$ cat src/rtl/ldm_stm_sequencer_pkg.sv
// ldm_stm_sequencer_pkg: shared state encoding and register/stride constants
package ldm_stm_sequencer_pkg;
  typedef enum logic [1:0] {S_IDLE, S_XFER, S_WB} state_t;
  localparam int SP_IDX = 13;
  localparam int LR_IDX = 14;
  localparam int PC_IDX = 15;
  localparam int WORD_STRIDE = 4;
endpackage

$ cat src/rtl/ldm_stm_sequencer_lowest_bit_enc.sv
// lowest_bit_enc: combinational index of the lowest set bit of a mask
module lowest_bit_enc #(
  parameter int LIST_W = 9,
  parameter int IDX_W = $clog2(LIST_W)
) (
  input  logic [LIST_W-1:0] mask,
  output logic [IDX_W-1:0]  idx,
  output logic              valid
);
  always_comb begin
    idx = '0;
    for (int i = LIST_W - 1; i >= 0; i--)
      if (mask[i]) idx = IDX_W'(i);
  end
  assign valid = |mask;
endmodule

$ cat src/rtl/ldm_stm_sequencer.sv
// ldm_stm_sequencer: multi-cycle PUSH/POP/LDMIA/STMIA register/memory sequencer
module ldm_stm_sequencer
  import ldm_stm_sequencer_pkg::*;
#(
  parameter int ADDR_W = 32,
  parameter int LIST_W = 9,
  parameter int XTRA_ST_REG = LR_IDX,
  parameter int XTRA_LD_REG = PC_IDX
) (
  input  logic              clk,
  input  logic              rst,
  input  logic              start,
  input  logic              op_load,
  input  logic              decrement,
  input  logic [LIST_W-1:0] reg_list,
  input  logic [3:0]        base_reg,
  input  logic [ADDR_W-1:0] base_val,
  output logic              busy,
  output logic              stall,
  output logic [ADDR_W-1:0] mem_addr,
  output logic              mem_we,
  output logic [3:0]        mem_be,
  output logic [3:0]        rf_rd_reg,
  output logic [3:0]        rf_wr_reg,
  output logic              rf_we,
  output logic              rf_wsel_base,
  output logic [ADDR_W-1:0] base_wb_val,
  output logic              pc_load,
  output logic              done
);
  localparam int IDX_W = $clog2(LIST_W);
  localparam int CNT_W = $clog2(LIST_W + 1);
  state_t state_q, state_d;
  logic [LIST_W-1:0] mask_q, mask_d;
  logic [ADDR_W-1:0] cur_q, cur_d, base_wb_q, base_wb_d, span;
  logic [3:0] base_reg_q, base_reg_d, reg_num;
  logic op_load_q, op_load_d, wb_en_q, wb_en_d;
  logic [CNT_W-1:0] cnt;
  logic [IDX_W-1:0] idx;
  logic valid, in_list, xfer, wb, ld, ld_pc, wr_base;
  lowest_bit_enc #(.LIST_W(LIST_W), .IDX_W(IDX_W)) u_enc (
    .mask (mask_q),
    .idx  (idx),
    .valid(valid)
  );
  always_comb begin
    cnt = '0;
    for (int i = 0; i < LIST_W; i++) cnt = cnt + CNT_W'(reg_list[i]);
  end
  assign span = ADDR_W'(cnt) << 2;
  assign in_list = !base_reg[3] ? reg_list[base_reg[2:0]]
                 : reg_list[LIST_W-1] && base_reg == 4'(op_load ? XTRA_LD_REG : XTRA_ST_REG);
  assign xfer = state_q == S_XFER;
  assign wb = state_q == S_WB;
  always_comb begin
    state_d = state_q;
    mask_d = mask_q;
    cur_d = cur_q;
    base_wb_d = base_wb_q;
    base_reg_d = base_reg_q;
    op_load_d = op_load_q;
    wb_en_d = wb_en_q;
    if (state_q == S_IDLE && start) begin
      mask_d = reg_list;
      op_load_d = op_load;
      base_reg_d = base_reg;
      cur_d = decrement ? base_val - span : base_val;
      base_wb_d = decrement ? base_val - span : base_val + span;
      wb_en_d = |reg_list && !(op_load && in_list);
      state_d = |reg_list ? S_XFER : S_WB;
    end else if (xfer) begin
      mask_d = mask_q & ~(LIST_W'(1) << idx);
      cur_d = cur_q + ADDR_W'(WORD_STRIDE);
      state_d = (mask_d == '0 || !valid) ? S_WB : S_XFER;
    end else if (wb) begin
      state_d = S_IDLE;
    end
  end
  always_ff @(posedge clk) begin
    if (rst) begin
      state_q <= S_IDLE;
      mask_q <= '0;
      cur_q <= '0;
      base_wb_q <= '0;
      base_reg_q <= '0;
      op_load_q <= 1'b0;
      wb_en_q <= 1'b0;
    end else begin
      state_q <= state_d;
      mask_q <= mask_d;
      cur_q <= cur_d;
      base_wb_q <= base_wb_d;
      base_reg_q <= base_reg_d;
      op_load_q <= op_load_d;
      wb_en_q <= wb_en_d;
    end
  end
  assign reg_num = idx == IDX_W'(LIST_W - 1) ? 4'(op_load_q ? XTRA_LD_REG : XTRA_ST_REG) : 4'(idx);
  assign ld = xfer && op_load_q;
  assign ld_pc = ld && reg_num == 4'(PC_IDX);
  assign wr_base = wb && wb_en_q;
  assign busy = state_q != S_IDLE;
  assign stall = (start && state_q == S_IDLE) || xfer;
  assign mem_addr = xfer ? cur_q : '0;
  assign mem_we = xfer && !op_load_q;
  assign mem_be = xfer ? 4'hF : 4'h0;
  assign rf_rd_reg = mem_we ? reg_num : 4'd0;
  assign rf_wr_reg = (ld && !ld_pc) ? reg_num : wr_base ? base_reg_q : 4'd0;
  assign rf_we = (ld && !ld_pc) || wr_base;
  assign rf_wsel_base = wr_base;
  assign base_wb_val = wb ? base_wb_q : '0;
  assign pc_load = ld_pc;
  assign done = wb;
endmodule

$ cat config.mk
export PLATFORM = sky130hd
export DESIGN_NAME = ldm_stm_sequencer
export DESIGN_NICKNAME = d
export VERILOG_FILES = /design/src/rtl/ldm_stm_sequencer_pkg.sv /design/src/rtl/ldm_stm_sequencer_lowest_bit_enc.sv /design/src/rtl/ldm_stm_sequencer.sv
export SDC_FILE = /design/constraint.sdc
export NUM_CORES = 1
export LEC_CHECK = 0
export ABC_AREA = 1
export BUFFER_PORTS_ARGS = -buffer_cell sky130_fd_sc_hd__buf_2
export CAP_MARGIN = 20
export CELL_PAD_IN_SITES_DETAIL_PLACEMENT = 1
export CELL_PAD_IN_SITES_GLOBAL_PLACEMENT = 1
export CORE_MARGIN = 2
export CORE_UTILIZATION = 42
export CTS_CLUSTER_SIZE = 10
export DETAILED_ROUTE_END_ITERATION = 10
export HOLD_SLACK_MARGIN = 0.02
export PLACE_DENSITY_LB_ADDON = 0.1
export SYNTH_ARGS = -nofsm -noshare
export SYNTH_HDL_FRONTEND = slang
export SYNTH_HIERARCHICAL = 1
export SYNTH_SLANG_ARGS = --single-unit
$ cat constraint.sdc
create_clock -name clk -period 10.9 [get_ports clk]
set_input_delay 1.09 -clock clk [delete_from_list [all_inputs] [get_ports clk]]
set_output_delay 1.09 -clock clk [all_outputs]
set_load 0.02 [all_outputs]
-- Word level (Yosys, flattened, before mapping)
Cells that the tools add are included.
- flip-flop bits (word level): 81
- latch bits: 0
- RAM bits: 0
- ROM bits: 0
- input bits: 50
- output and inout port bits: 83
- word-level logic and storage cells: 82
- memories kept: 0
- add/subtract/negate cells: 11
- multipliers: 0
- div/mod/pow operators: 0
- $lt $le $gt $ge: 1
- eq/ne operators: 5
- shift-type cells: 1
- multiplexer cells: 32
- bitwise operators: 2
- reduce and logical (&&, ||, !) cells: 23
- operators by type and width (operator ; count):
    $mux 32 ; 6
    $mux 4 ; 14
    $add 32x3->32 const B ; 1
    $add 32x6->32 ; 1
    $sub 32x6->32 ; 1
    $add 4x1->4 ; 5
    $mux 9 ; 2
    $reduce_or 9->1 ; 2
    $mux 2 ; 5
    $and 9x9->9 ; 1
    $logic_and 1x1->1 ; 9
    $logic_not 9->1 ; 1
    $not 9->9 ; 1
    $shl 1x4->9 const A ; 1
    $eq 4x4->1 const B ; 2
    $lt 3x5->1 const B ; 1
    $add 3x1->4 ; 1
    $eq 4x4->1 ; 1
    $logic_not 1->1 ; 4
    $mux 1 ; 4
    $reduce_bool 2->1 ; 2
    $add 2x1->3 ; 1
    $bmux 1 s3 ; 1
    $logic_or 1x1->1 ; 3
    other kinds (5) ; 5

-- Logic depth before layout (Yosys ltp)
Gate-level depths: netlist (run 1).
- word-level depth: 17
- gate-level depth with buffers: 24
- mapped depth without buffers: 24

-- By module
The synthesis (run 1) kept the hierarchy.
- by module, submodules not included (module ; times used ; cells each ; area an instance (um^2) ; seq. area each (um^2)):
    ldm_stm_sequencer ; 1 ; 1347 ; 7516.0 ; 1621.6
    lowest_bit_enc ; 1 ; 25 ; 126.4 ; 0.0

-- Worst setup path after synthesis (run 1)
OpenSTA, ideal clock, no wires.
- kind: input -> register
- start: in reg_list[0]
- end: reg base_wb_q[28]
- library setup time: 0.114 ns
- arrival time: 4.830 ns
- required time: 10.786 ns
- setup slack: 5.956 ns
- cell stages on the path: 21
- path buffers: 1
- cells stage by stage: inv_1 > fa_1 > fa_1 > fa_1 > fa_1 > fa_1 > xor2_1 > inv_1 > ha_1 > buf_4 > inv_1 > nand2_1 > nand2_1 > nand2_2 > nand3_2 > nor2_1 > xor2_1 > nand2_1 > nand2_1 > o21bai_1 > inv_1
- cells in the longest elaborated chain, start to end: 10
- elaborated cells on any way between the ends: 11
- those cells by class: add/sub: 10; mux: 1
- RTL lines (element ; line ; text):
    start: declaration ; ldm_stm_sequencer.sv:15 ; input logic [LIST_W-1:0] reg_list,
    $add 1x1->2 * ; ldm_stm_sequencer.sv:48 ; for (int i = 0; i < LIST_W; i++) cnt = cnt + CNT_W'(reg_list[i]);
    $add 2x1->3 * ; ldm_stm_sequencer.sv:48 ;
    $add 3x1->4 * ; ldm_stm_sequencer.sv:48 ;
    $add 4x1->4 * (5 in series) ; ldm_stm_sequencer.sv:48 ;
    $add 32x6->32 or $sub 32x6->32 (tied branches) ; ldm_stm_sequencer.sv:68 ; base_wb_d = decrement ? base_val - span : base_val + span;
    $mux 32 * ; ldm_stm_sequencer.sv:68 ;
    end signal: assignment ; ldm_stm_sequencer.sv:92 ; base_wb_q <= base_wb_d;
    end: declaration ; ldm_stm_sequencer.sv:35 ; logic [ADDR_W-1:0] cur_q, cur_d, base_wb_q, base_wb_d, span;
Every way passes the cells marked *; elsewhere a longest branch is shown, timed or not.
A chain may end at the register's enable or synchronous reset.

-- Worst setup path after layout (run 1)
- start: in reg_list[0]
- end: reg base_wb_q[24]
The elaborated chain is that of the path after synthesis.

==> impl_metrics.ini, run 1 <==
[worst_setup_path]
worst_ep_required_time_ns = 11.16
worstPathArrival_ns = 5.55
setup.worst_path.end_class = register
crit_path_start_kind = input pin
critPathMaxFanout = 8
critPathKind = input pin to register
reg2reg_setup_slack_ns = 7.67

[final_layout]
area_growth_pct = 13.7
final_net_count = 1542
antennaDiodeCount = 0
drive_gt1_share_pct = 14.2
final_common_cell = sky130_fd_sc_hd__nand2_1
most_frequent_cells_in_the_layout = sky130_fd_sc_hd__nand2_1 (375), sky130_fd_sc_hd__inv_1 (232), sky130_fd_sc_hd__nor2_1 (184)

[place]
port_buffers = 132
gpl.final_weighted_congestion = 0.961
dp_hpwl_um = 22500

[clock_network]
post_cts_resize_count = 0
cts_setup_buffers = 0
cts_inserted_buffers = 9
clk_latency_ns = 0.36
worst_setup_hold_path_clk_slew_ns = 0.07
clock_tree.root_cell = sky130_fd_sc_hd__clkbuf_16
clk_path_buf_depth = 2
clock_sinks = 81
cts_tree = built
ctsHtreeMaxLevel = 3
hold_buffers = 0

[grt]
grt_max_degree = 91
gr-usage-all-layers_pct = 30.5
via_count_of_the_first_global_routing_pass = 9045
grt_antenna_before_repair = 0
grt_pass1_wl_um = 47500
globalRouteOverflowTotal = 0

[synth]
synth.distinct_cells = 42
share_of_synthesized_area_occupied_by_flip_flops_and_latches_pct = 21.2
netlist_area_mm2 = 0.00764
mappedNetlistNets = 1445
postSynthCellCount = 1372
synthesis_stage_register_bit_count = 81
synth_area_per_cell_um2 = 5.57
yosysWarningCount = 6

[floorplanning]
die_height_um = 139
num_rows = 49
initial_core_util_pct = 42.7
floorplan.die_area_mm2 = 0.0193
top_level_ports = 133
core_area_mm2 = 0.0179
die_width_um = 139

[run_status]
status = complete, no violations

[detailed_routing]
drc_errors = 0
detailroute.via_count = 9169
drt_first_pass_iters = 5
drt_first_iter_violations = 539
detail_route.wl_per_cell_um = 17.2
post_drt_via_cell_ratio = 5.38
totalWireLength_um = 29400
antenna_left = 0

[sta]
timing.fmax_ghz = 0.189
post-route-period-util_pct = 48.6
slew_worst_pin_ns = 0.996
timing.final.hold_violations = 0
rsz_0062_raised_after_global_routing = false
worst_clock_skew_ns = 0.00905
setup-violations-final = 0
layout_min_cycle_time_ns = 5.30
max_slew_margin_pct = 33.6
timing.hold.ws_ns = 0.473
slew_viol_final = 0
finalSetupTns_ns = 0

[power]
total_power_divided_by_cell_area_mw_per_mm2 = 136
leakage_power_figure_nw = 4.73
worst_ir_drop_vdd_mv = 0.0767

[flow_run]
drv.max_cap_violation_count = 0

[hold_path]
hp-class = register to register
-- per-stage QoR --
stage	worst slack, ns	util, %	area (um^2)	power (mW)	instances
6_report	5.60	48.5	8690	1.18	1703
5_1_grt	5.23	48.5	8690	1.26	1703
4_1_cts	5.60	48.5	8690	1.19	1703
3_5_place_dp	5.25	46.9	8400	0.872	1687
3_3_place_gp	5.37	46.9	8400	0.856	1687
2_1_floorplan	5.96	-	7640	0.722	1372
-- cell usage after synthesis --
library cell	instances	area, um^2
sky130_fd_sc_hd__a211oi_1	3	22.5
sky130_fd_sc_hd__a21boi_0	1	7.51
sky130_fd_sc_hd__a21oi_1	58	290
sky130_fd_sc_hd__a21oi_2	1	8.76
sky130_fd_sc_hd__a311oi_1	1	8.76
sky130_fd_sc_hd__a31o_2	1	8.76
sky130_fd_sc_hd__a31oi_1	17	106
sky130_fd_sc_hd__buf_1	10	37.5
sky130_fd_sc_hd__buf_2	8	40.0
sky130_fd_sc_hd__buf_4	7	52.6
sky130_fd_sc_hd__clkbuf_1	27	101
sky130_fd_sc_hd__clkbuf_4	1	7.51
sky130_fd_sc_hd__dfxtp_1	81	1620
sky130_fd_sc_hd__fa_1	7	140
sky130_fd_sc_hd__ha_1	16	200
sky130_fd_sc_hd__inv_1	232	871
sky130_fd_sc_hd__inv_2	9	33.8
sky130_fd_sc_hd__nand2_1	375	1410
sky130_fd_sc_hd__nand2_2	5	31.3
sky130_fd_sc_hd__nand3_1	102	510
sky130_fd_sc_hd__nand3_2	4	40.0
sky130_fd_sc_hd__nand3_4	1	17.5
sky130_fd_sc_hd__nand3b_1	5	37.5
sky130_fd_sc_hd__nand4_1	33	206
sky130_fd_sc_hd__nand4_4	1	21.3
sky130_fd_sc_hd__nor2_1	184	691
sky130_fd_sc_hd__nor2_2	5	31.3
sky130_fd_sc_hd__nor2_4	9	101
sky130_fd_sc_hd__nor3_1	25	125
sky130_fd_sc_hd__nor3_2	2	20.0
sky130_fd_sc_hd__o2111ai_1	1	8.76
sky130_fd_sc_hd__o211ai_1	11	82.6
sky130_fd_sc_hd__o21ai_0	89	445
sky130_fd_sc_hd__o21ai_2	2	17.5
sky130_fd_sc_hd__o21bai_1	4	30.0
sky130_fd_sc_hd__o221ai_1	2	17.5
sky130_fd_sc_hd__o31ai_1	1	7.51
sky130_fd_sc_hd__or2_0	1	6.26
sky130_fd_sc_hd__or2_2	14	87.6
sky130_fd_sc_hd__or2_4	1	8.76
sky130_fd_sc_hd__xnor2_1	4	35.0
sky130_fd_sc_hd__xor2_1	11	96.3
-- where the power goes --
part	internal, mW	switching [mW]
sequential	0.342	0.0525
combinational	0.149	0.326
clock	0.163	0.148
total	0.654	0.527
-- per-layer routing --
metal	global-route usage [%]	wire length, um
met2	53.0	14000
met3	3.35	1080
met1	38.7	13200
met4	12.1	1090
met5	0	0
-- worst max-delay path: stages --
cell and delay [ns]:
sky130_fd_sc_hd__buf_2 0.10, sky130_fd_sc_hd__inv_1 0.07, sky130_fd_sc_hd__fa_1 0.56, sky130_fd_sc_hd__fa_1 0.43
sky130_fd_sc_hd__fa_1 0.47, sky130_fd_sc_hd__fa_1 0.41, sky130_fd_sc_hd__fa_1 0.39, sky130_fd_sc_hd__xor2_1 0.20
sky130_fd_sc_hd__inv_1 0.07, sky130_fd_sc_hd__ha_1 0.41, sky130_fd_sc_hd__nand2_1 0.11, sky130_fd_sc_hd__nand2_1 0.09
sky130_fd_sc_hd__o21ai_2 0.09, sky130_fd_sc_hd__nor2_1 0.23, sky130_fd_sc_hd__inv_1 0.11, sky130_fd_sc_hd__nor2_1 0.23
sky130_fd_sc_hd__nand2_1 0.10, sky130_fd_sc_hd__nand2_1 0.06, sky130_fd_sc_hd__nand2_1 0.05, sky130_fd_sc_hd__nand2_1 0.06
sky130_fd_sc_hd__nand3_1 0.09, sky130_fd_sc_hd__nand2_1 0.10, sky130_fd_sc_hd__inv_1 0.04
-- cell families after synthesis --
| group | synth area share, % |
|---|---|
| XOR/XNOR | 1.72 |
| AND/OR/NAND/NOR | 43.7 |
| buffers and inverters | 15.0 |
| AO/OA/AOI/OAI | 13.9 |
| flip-flops | 21.2 |
| adder cells (fa/ha/maj) | 4.45 |
-- registers in the layout (all words and copies together), names as in the netlist --
name	cells
base_reg_q	4
base_wb_q	32
cur_q	32
mask_q	9
op_load_q	1
state_q	2
wb_en_q	1
-- path summary, 6_finish.rpt --
kind	start	to	cells after the start
worst max-delay path	reg_list[0]	base_wb_q[24]$_SDFFE_PP0P_	23
worst min-delay path	base_wb_q[0]$_SDFFE_PP0P_	base_wb_q[0]$_SDFFE_PP0P_	2
worst max register to register	state_q[0]$_SDFFE_PP0P_	cur_q[14]$_SDFFE_PP0P_	8
worst min register to register	base_wb_q[0]$_SDFFE_PP0P_	base_wb_q[0]$_SDFFE_PP0P_	2
-- final cells by class --
class,instances,area (um^2)
multi-input combinational,997,4880
tap,229,287
timing repair buffer,139,713
clock buffer,10,239
inverter,241,905
sequential,81,1620
clock inverter,6,48.8
fill,2687,9210
Note: power is estimated with default switching activity, not from simulation.
==> inputs of run 2 (changes only) <==
CORE_UTILIZATION = 39   (was 42)
clock period = 5.02 ns   (was 10.9 ns; I/O delays follow)
==> run 2 against run 1 <==
- power rose by 130%
- critical path depth fell by 2
- via count fell by 0.39%
- cell count rose by 2.5%
- routed wire length rose by 2.4%
- register-to-register slack got worse by 5.6 ns
- die area rose by 7.5%
- clock skew rose by 0.0049 ns
- sequential power rose by 120%
- final area rose by 1.7%
- sequential cell count did not move
- critical endpoint is now base_wb_q[23]$_SDFFE_PP0P_
- largest cell class unchanged
==> impl_metrics.ini, run 2 (synthesis gave the netlist of run 1 again) <==
[power]
total_power_mw = 2.69
switching_share_pct = 43.1
internal_power_mw = 1.53
share_of_total_power_in_sequential_cells_pct = 32.0
comb_power_share_pct = 39.4
leakage_power_figure_nw = 4.79
worst_ir_drop_vdd_mv = 0.181
total_power_divided_by_cell_area_mw_per_mm2 = 304
netSwitchingPower_mw = 1.16
clkPwrFrac_pct = 28.5

[detailed_routing]
antenna_left = 0
detail_route.wl_per_cell_um = 17.2
post_drt_via_cell_ratio = 5.23
drt_first_iter_violations = 384
detailroute.via_count = 9133
totalWireLength_um = 30100
drt_first_pass_iters = 5
drc_errors = 0

[floorplanning]
floorplan.die_area_mm2 = 0.0207
initial_core_util_pct = 39.5
die_width_um = 144
top_level_ports = 133
num_rows = 51
die_height_um = 144
core_area_mm2 = 0.0193

[sta]
worst_clock_skew_ns = 0.0139
timing.hold.ws_ns = 0.419
rsz_0062_raised_after_global_routing = false
post-route-period-util_pct = 93.2
slew_viol_final = 0
layout_min_cycle_time_ns = 4.68
post-route-worst-setup-slack_ns = 0.339
finalSetupTns_ns = 0
slew_worst_pin_ns = 0.922
timing.fmax_ghz = 0.214
timing.final.hold_violations = 0
max_slew_margin_pct = 38.4
setup-violations-final = 0

[run_status]
status = complete, no violations

[final_layout]
drive_gt1_share_pct = 14.7
area_growth_pct = 15.7
final_net_count = 1549
layout_cells_excl_fill = 1746
stdcell_area_mm2 = 0.00884
layout.area.seq_mm2 = 0.00162
multi_input_area_mm2 = 0.00488
antennaDiodeCount = 0
final_core_util_pct = 45.7
most_frequent_cells_in_the_layout = sky130_fd_sc_hd__nand2_1 (375), sky130_fd_sc_hd__inv_1 (232), sky130_fd_sc_hd__nor2_1 (184)
largest_registers = base_wb_q (32), cur_q (32), mask_q (9)
n_fill_cell = 2819
final_common_cell = sky130_fd_sc_hd__nand2_1

[place]
dp_hpwl_um = 23500
placed_cells_incl_taps = 1730
gpl.final_weighted_congestion = 0.947
port_buffers = 132
dpl_cell_area_mm2 = 0.00851
preCtsSetupSlack_ns = -0.0815

[grt]
grt_max_degree = 81
gr-usage-all-layers_pct = 29.4
globalRouteOverflowTotal = 0
via_count_of_the_first_global_routing_pass = 9135
grt_antenna_before_repair = 0
grt_pass1_wl_um = 47400

[clock_network]
clock_sinks = 81
worst_setup_hold_path_clk_slew_ns = 0.07
clock_tree.root_cell = sky130_fd_sc_hd__clkbuf_16
cts_setup_buffers = 0
clk_path_buf_depth = 2
clk_latency_ns = 0.36
hold_buffers = 0
ctsHtreeMaxLevel = 3
cts_tree = built
cts_inserted_buffers = 9
post_cts_resize_count = 0

[worst_setup_path]
critPathKind = input pin to register
worst_ep_required_time_ns = 5.27
crit_path_start_kind = input pin
worstPathArrival_ns = 4.93
setup.worst_path.end_class = register
reg2reg_setup_slack_ns = 2.09
critPathMaxFanout = 8

[hold_path]
hp-class = input pin to register

[flow_run]
drv.max_cap_violation_count = 0
-- run 2: power by group through the flow --
stage | combinational [mW] | clock (mW) | sequential [mW]
after detailed placement | 1.05 | 0 | 0.872
after global routing | 1.19 | 0.800 | 0.873
final | 1.06 | 0.767 | 0.860
after floorplan | 0.743 | 0 | 0.824
after CTS | 1.06 | 0.781 | 0.859
after global placement | 1.02 | 0 | 0.870
-- run 2: worst paths after layout --
check	start	to	cells after the start
worst max-delay path	reg_list[0]	base_wb_q[23]$_SDFFE_PP0P_	21
worst min-delay path	base_val[1]	cur_q[1]$_SDFFE_PP0P_	3
worst max register to register	state_q[0]$_SDFFE_PP0P_	cur_q[7]$_SDFFE_PP0P_	11
worst min register to register	base_wb_q[0]$_SDFFE_PP0P_	base_wb_q[0]$_SDFFE_PP0P_	2
-- run 2: layout make-up --
type	count	area share, %
clock buffers	9	2.55
clock inverters	7	1.15
inverters	241	10.2
multi-input cells	997	55.2
flip-flops and latches	81	18.3
well taps	265	3.75
repair buffers	146	8.80
-- run 2: worst max-delay path: stages --
cell and delay (ns):
sky130_fd_sc_hd__buf_2 0.10, sky130_fd_sc_hd__inv_1 0.07, sky130_fd_sc_hd__fa_1 0.55, sky130_fd_sc_hd__fa_1 0.43
sky130_fd_sc_hd__fa_1 0.47, sky130_fd_sc_hd__fa_1 0.43, sky130_fd_sc_hd__fa_1 0.39, sky130_fd_sc_hd__xor2_1 0.21
sky130_fd_sc_hd__inv_1 0.07, sky130_fd_sc_hd__ha_2 0.42, sky130_fd_sc_hd__nand2_1 0.09, sky130_fd_sc_hd__nand3_1 0.16
sky130_fd_sc_hd__nand2_1 0.09, sky130_fd_sc_hd__o21ai_2 0.12, sky130_fd_sc_hd__nand2_1 0.12, sky130_fd_sc_hd__nor2_1 0.36
sky130_fd_sc_hd__nand2_1 0.09, sky130_fd_sc_hd__nand2_1 0.08, sky130_fd_sc_hd__nand4_1 0.08, sky130_fd_sc_hd__nand2_1 0.08
sky130_fd_sc_hd__inv_1 0.03
-- run 2: metal layers --
metal  up-vias  wire [um]  global-route usage [%]
met3        66       1170                    3.74
met1      4315      13200                    35.6
li1       4524          -                       -
met5         -          0                       0
met4         0       1200                    12.7
met2       228      14500                    52.3
